## config.mk

```make
export PLATFORM = sky130hd
export DESIGN_NAME = healthcare_system_phase1
export DESIGN_NICKNAME = d
export VERILOG_FILES = /design/src/rtl/healthcare_pkg.sv /design/src/rtl/temp_monitor.sv /design/src/rtl/healthcare_system_phase1.sv
export SDC_FILE = /design/constraint.sdc
export NUM_CORES = 1
export LEC_CHECK = 0
export ABC_AREA = 0
export ABC_CLOCK_PERIOD_IN_PS = 800
export BUFFER_PORTS_ARGS = -buffer_cell sky130_fd_sc_hd__buf_2
export CAP_MARGIN = 20
export CORE_ASPECT_RATIO = 1.4
export CORE_MARGIN = 10
export CORE_UTILIZATION = 28
export CTS_BUF_LIST = sky130_fd_sc_hd__clkbuf_8
export DETAILED_ROUTE_END_ITERATION = 10
export HOLD_SLACK_MARGIN = 0.12
export SETUP_SLACK_MARGIN = 0.3
export SYNTH_ARGS = -nofsm -noshare
export SYNTH_HDL_FRONTEND = slang
export SYNTH_SLANG_ARGS = --single-unit
```

## constraint.sdc

```tcl
create_clock -name clk -period 0.8 [get_ports clk]
set_input_delay 0 -clock clk [delete_from_list [all_inputs] [get_ports clk]]
set_output_delay 0 -clock clk [all_outputs]
set_load 0.02 [all_outputs]
```

## src/rtl/healthcare_pkg.sv

```systemverilog
// Shared constants for the phase-1 patient monitor.
//   Pressure normal window : P_LO..P_HI inclusive (6-bit pressure code)
//   Temperature window     : T_LO..T_HI inclusive (8-bit computed temperature)
//   T_SHIFT                : right shift applied to coef*sensor
//   pH windows             : group A (types 0..3) and group B (types 4..7)
package healthcare_pkg;

    localparam logic [5:0]  P_LO    = 6'd12;
    localparam logic [5:0]  P_HI    = 6'd20;
    localparam logic [7:0]  T_LO    = 8'd35;
    localparam logic [7:0]  T_HI    = 8'd39;
    localparam int unsigned T_SHIFT = 3;

    localparam logic [3:0]  PH_LO_A = 4'd6;
    localparam logic [3:0]  PH_HI_A = 4'd9;
    localparam logic [3:0]  PH_LO_B = 4'd5;
    localparam logic [3:0]  PH_HI_B = 4'd8;

    typedef enum logic {
        BT_GROUP_A = 1'b0,   // blood types 0..3
        BT_GROUP_B = 1'b1    // blood types 4..7
    } bt_group_e;

    // The group is selected by the type code MSB.
    function automatic bt_group_e bt_group(input logic [2:0] btype);
        return btype[2] ? BT_GROUP_B : BT_GROUP_A;
    endfunction

    function automatic logic ph_abnormal(input logic [3:0] ph, input logic [2:0] btype);
        logic r_abn;
        r_abn = 1'b0;
        unique case (bt_group(btype))
            BT_GROUP_A: r_abn = (ph < PH_LO_A) || (ph > PH_HI_A);
            BT_GROUP_B: r_abn = (ph < PH_LO_B) || (ph > PH_HI_B);
        endcase
        return r_abn;
    endfunction

endpackage

```

## src/rtl/temp_monitor.sv

```systemverilog
// Combinational temperature check.
//   T = base + ((coef * sensor) >> T_SHIFT), 8-bit, max 31 + 28 = 59.
// Ports:
//   i_base  [4:0]  factory temperature offset
//   i_coef  [3:0]  factory temperature gain
//   i_sensor[3:0]  raw sensor reading
//   o_low          T < T_LO
//   o_high         T > T_HI
module temp_monitor
    import healthcare_pkg::*;
(
    input  logic [4:0] i_base,
    input  logic [3:0] i_coef,
    input  logic [3:0] i_sensor,
    output logic       o_low,
    output logic       o_high
);

    logic [7:0] w_prod;
    logic [7:0] w_scaled;
    logic [7:0] w_temp;

    always_comb begin
        w_prod   = {4'b0, i_coef} * {4'b0, i_sensor};
        w_scaled = w_prod >> T_SHIFT;
        w_temp   = {3'b0, i_base} + w_scaled;
        o_low    = (w_temp < T_LO);
        o_high   = (w_temp > T_HI);
    end

endmodule

```

## src/rtl/healthcare_system_phase1.sv

```systemverilog
// Phase-1 patient-monitor core. Each clock evaluates one sensor sample and
// registers the abnormality flags (latency 1, no history between samples).
// Ports:
//   clk, rst             clock, asynchronous active-high reset
//   pressureData  [5:0]  pressure code        -> presureAbnormality
//   bloodPH [3:0], bloodType [2:0]            -> bloodAbnormality
//   bloodSensor   [7:0]  glucose byte         -> glycemicIndex [3:0]
//   factotyBaseTemp/TempCoef, tempSensorValue -> low/highTempAbnormality
//   fdSensorValue, fdFactoryValue [7:0]       -> fallDetected
module healthcare_system_phase1
    import healthcare_pkg::*;
(
    input  logic       clk,
    input  logic       rst,
    input  logic [5:0] pressureData,
    input  logic [3:0] bloodPH,
    input  logic [2:0] bloodType,
    input  logic [7:0] fdSensorValue,
    input  logic [7:0] fdFactoryValue,
    input  logic [7:0] bloodSensor,
    input  logic [4:0] factotyBaseTemp,
    input  logic [3:0] factotyTempCoef,
    input  logic [3:0] tempSensorValue,
    output logic       presureAbnormality,
    output logic       bloodAbnormality,
    output logic [3:0] glycemicIndex,
    output logic       lowTempAbnormality,
    output logic       highTempAbnormality,
    output logic       fallDetected
);

    logic       w_pressure_abn;
    logic       w_blood_abn;
    logic [4:0] w_gly_sum;
    logic [3:0] w_gly_idx;
    logic       w_fall;
    logic       w_temp_low;
    logic       w_temp_high;

    logic       r_pressure_abn;
    logic       r_blood_abn;
    logic [3:0] r_gly_idx;
    logic       r_temp_low;
    logic       r_temp_high;
    logic       r_fall;

    always_comb begin
        w_pressure_abn = (pressureData < P_LO) || (pressureData > P_HI);
        w_blood_abn    = ph_abnormal(bloodPH, bloodType);
        w_gly_sum      = {1'b0, bloodSensor[7:4]} + {1'b0, bloodSensor[3:0]};
        // Sum carry means the nibble sum exceeded 15: saturate.
        w_gly_idx      = w_gly_sum[4] ? 4'hF : w_gly_sum[3:0];
        w_fall         = (fdSensorValue > fdFactoryValue);
    end

    temp_monitor u_temp_monitor (
        .i_base   (factotyBaseTemp),
        .i_coef   (factotyTempCoef),
        .i_sensor (tempSensorValue),
        .o_low    (w_temp_low),
        .o_high   (w_temp_high)
    );

    always_ff @(posedge clk or posedge rst) begin
        if (rst) begin
            r_pressure_abn <= 1'b0;
            r_blood_abn    <= 1'b0;
            r_gly_idx      <= '0;
            r_temp_low     <= 1'b0;
            r_temp_high    <= 1'b0;
            r_fall         <= 1'b0;
        end else begin
            r_pressure_abn <= w_pressure_abn;
            r_blood_abn    <= w_blood_abn;
            r_gly_idx      <= w_gly_idx;
            r_temp_low     <= w_temp_low;
            r_temp_high    <= w_temp_high;
            r_fall         <= w_fall;
        end
    end

    assign presureAbnormality  = r_pressure_abn;
    assign bloodAbnormality    = r_blood_abn;
    assign glycemicIndex       = r_gly_idx;
    assign lowTempAbnormality  = r_temp_low;
    assign highTempAbnormality = r_temp_high;
    assign fallDetected        = r_fall;

endmodule

```

==> reports/metrics.csv <==
metric;value;unit
post-synth top area cell;ha_1;
Final ANT Viol Nets;0;
cell family with most CP delay;adder cells;
die height;100.7;microns
DRC violations left;0;
syn_nets;236;
Mean Syn Cell Area;8.634;sq um
Vias/cell;4.546;
largest net degree at the start of global routing;10;
gr usage total;8.295;%
Clock transition at path regs;0.04;ns
maxcap violations;0;
DP HPWL;3032;microns
CP Max Fanout;4;
Max Freq;0.3505;GHz
Pleak;1.152;nW
Unique masters post-synth;38;
WP data required;0.91;ns
cells along the critical path;buf_8, nand2_4, fa_1, inv_1, fa_1, inv_2, fa_2, xnor2_2, ha_1, a211oi_4, o21ba_4, o2111ai_2, and3_1;
TritonCTS clock tree;built;
core area;0.004536;sq mm
total grt overflow;0;
Syn Inst Count;151;
slew margin rel.;79.20;%
clock period minus worst slack;2.853;ns
WL final;3672;microns
Yosys top cell area share;25.91;%
clock buffer depth;2;
initial antenna violation count;0;
TritonCTS buffer count;3;
status;finished with violations;
Initial Utilization;28.74;%
WHS;-0.2743;ns
final slew viol count;0;
Die W;77.67;microns
Finished Cell Area;0.002328;sq mm
fillcell total;430;
Setup Viol. Count Final;5;
CP Data Arrival Time;2.96;ns
RSZ-0062 raised after global routing;true;
vias in the first global route;1404;
final setup margin;-2.053;ns
crit path launch type;input pin;
via count;1341;
Worst-Margin Slew;0.3117;ns
n_diodes;0;
Initial DRT Pass Iterations;4;
# rows;29;
CP most frequent cell;fa_1;
IO buf count;58;
Final #Nets;319;
asr flop ratio synth;100.0;%
Tcrit/Tclk final;356.7;%
clock sinks;9;
Seq/Total Area, Yosys;17.27;%
peak supply drop;0.0004787;V
failing checks;negative hold slack, negative setup slack;
Mapped Area;0.001304;sq mm
register bit total from synthesis;9;
number of synthesized flops with an enable pin;0;
wire per inst;12.45;microns
Area Overhead vs Synth;78.60;%
die area;0.007824;sq mm
slowest stage cell, crit path;fa_1;
placed cell area;0.001918;sq mm
hold crit path type;in -> async;
critical path class;in -> reg;
Clock Tree Root;clkbuf_8;
top_reg_cell synth;dfrtp_1;
H-tree Lvls;1;
first-pass GRT wire length;5664;microns
pwr dens;1287;mW/mm^2
largest stage delay on the critical path;0.52;ns
final hold vios;10;
share of layout cells above drive strength 1;54.94;%
# IOs;61;
largest cells by area after synthesis;ha_1, dfrtp_1, fa_1;
1st-iter DRT viols;20;
Buf+Inv Stages, Crit Path;3;
Ys Warns;0;
Pwr Total;2.997;mW
CP Capture Type;flop;
GP Congestion;0.7731;
## Yosys cell counts (3+ instances only)
cell / n
ha_1: 27
inv_1: 26
nand2_1: 12
and2_1: 10
dfrtp_1: 9
a21oi_1: 7
fa_1: 6
nor2_1: 6
nand2b_1: 4
o21ai_0: 4
a21o_1: 3
nor2b_1: 3
## through the flow
stage	cells	utilization (%)	setup WS, ns	TNS, ns
finish	295	51.34	-2.053	-4.197
global placement	289	42.29	-2.412	-6.228
global route	295	51.34	-2.204	-4.618
detailed placement	289	42.29	-2.483	-6.321
floorplan	151	-	-2.124	-4.711
CTS	294	48.14	-2.042	-4.169
## sequential cells by signal, summed over array words and instances (netlist names)
| name | count |
|---|---|
| lowTempAbnormality | 1 |
| presureAbnormality | 1 |
| fallDetected | 1 |
| bloodAbnormality | 1 |
| glycemicIndex | 4 |
| highTempAbnormality | 1 |
## final cells by class
cell class,instances,area [sq um],share of cell area (%)
Inverter,26,110.1,4.729
Timing Repair Buffer,78,591.8,25.42
Tap cell,62,77.57,3.332
Multi-Input combinational cell,116,1279,54.92
Sequential cell,9,225.2,9.672
Clock buffer,3,41.29,1.773
Clock inverter,1,3.754,0.1612
## worst paths after layout
path	startpoint	to	slack [ns]	cells past startpoint
max	tempSensorValue[2]	highTempAbnormality	-2.05	13
max in group asynchronous	rst	presureAbnormality	0.84	2
min in group clk	pressureData[5]	presureAbnormality	-0.02	2
min	rst	glycemicIndex[2]	-0.27	2
## kinds of logic (layout without fill, tap and decap cells)
kind of cell,Yosys count,after routing,synth area share [%]
AOI/OAI and AO/OA,29,29,15.64
and+or+nand+nor,49,49,21.02
buffers and inverters,26,108,7.485
xor gates and xnor gates,4,4,2.688
DFF,9,9,17.27
adders and majority gates,33,33,35.12
muxes,1,1,0.7678
## power by group
part / leakage [nW] / total, mW / switching (mW) / internal, mW
clock network: 0.0269 / 0.484 / 0.152 / 0.332
registers: 0.0968 / 0.547 / 0.0275 / 0.520
logic: 1.03 / 1.97 / 0.923 / 1.04
## cells in the final DEF, fill, tap and decap left out, drive strengths merged
cell type	count
buf	78
inv	27
ha	27
nand2	12
and2	10
dfrtp	9
a21oi	8
nor2	6
fa	6
o21ai	5
nand2b	4
a21o	4
clkbuf	3
nor2b	3
nand4b	2
o211ai	2
o22ai	2
or3	2
and3	2
xnor2	2
xor2	2
o2111ai	2
nand4	1
o31ai	1
or4b	1
a21boi	1
mux2i	1
nand3b	1
or2	1
a211oi	1
o21ba	1
o21bai	1
nor4	1
and4	1
nand3	1
a32oi	1
nor3b	1
## metal layers
layer / global-route usage [%] / part of all wire (%) / vias up / wire, microns
met3: 2.500 / 7.7 / 0 / 284
met1: 8.187 / 39 / 616 / 1424
li1: - / - / 677 / -
met2: 16.19 / 53 / 48 / 1963
met5: 0 / 0 / - / 0
met4: 2.113 / 0 / 0 / 0
## what timing repair did
action                                 in CTS  in global routing
setup endpoints to repair                  16                 16
resized for setup                          52                 23
endpoints found under the hold margin      14                 13
cloned                                      0                  0
setup buffers                               1                  1
pin swaps                                  25                 18
No activity file was read; power rests on OpenSTA's default activity.
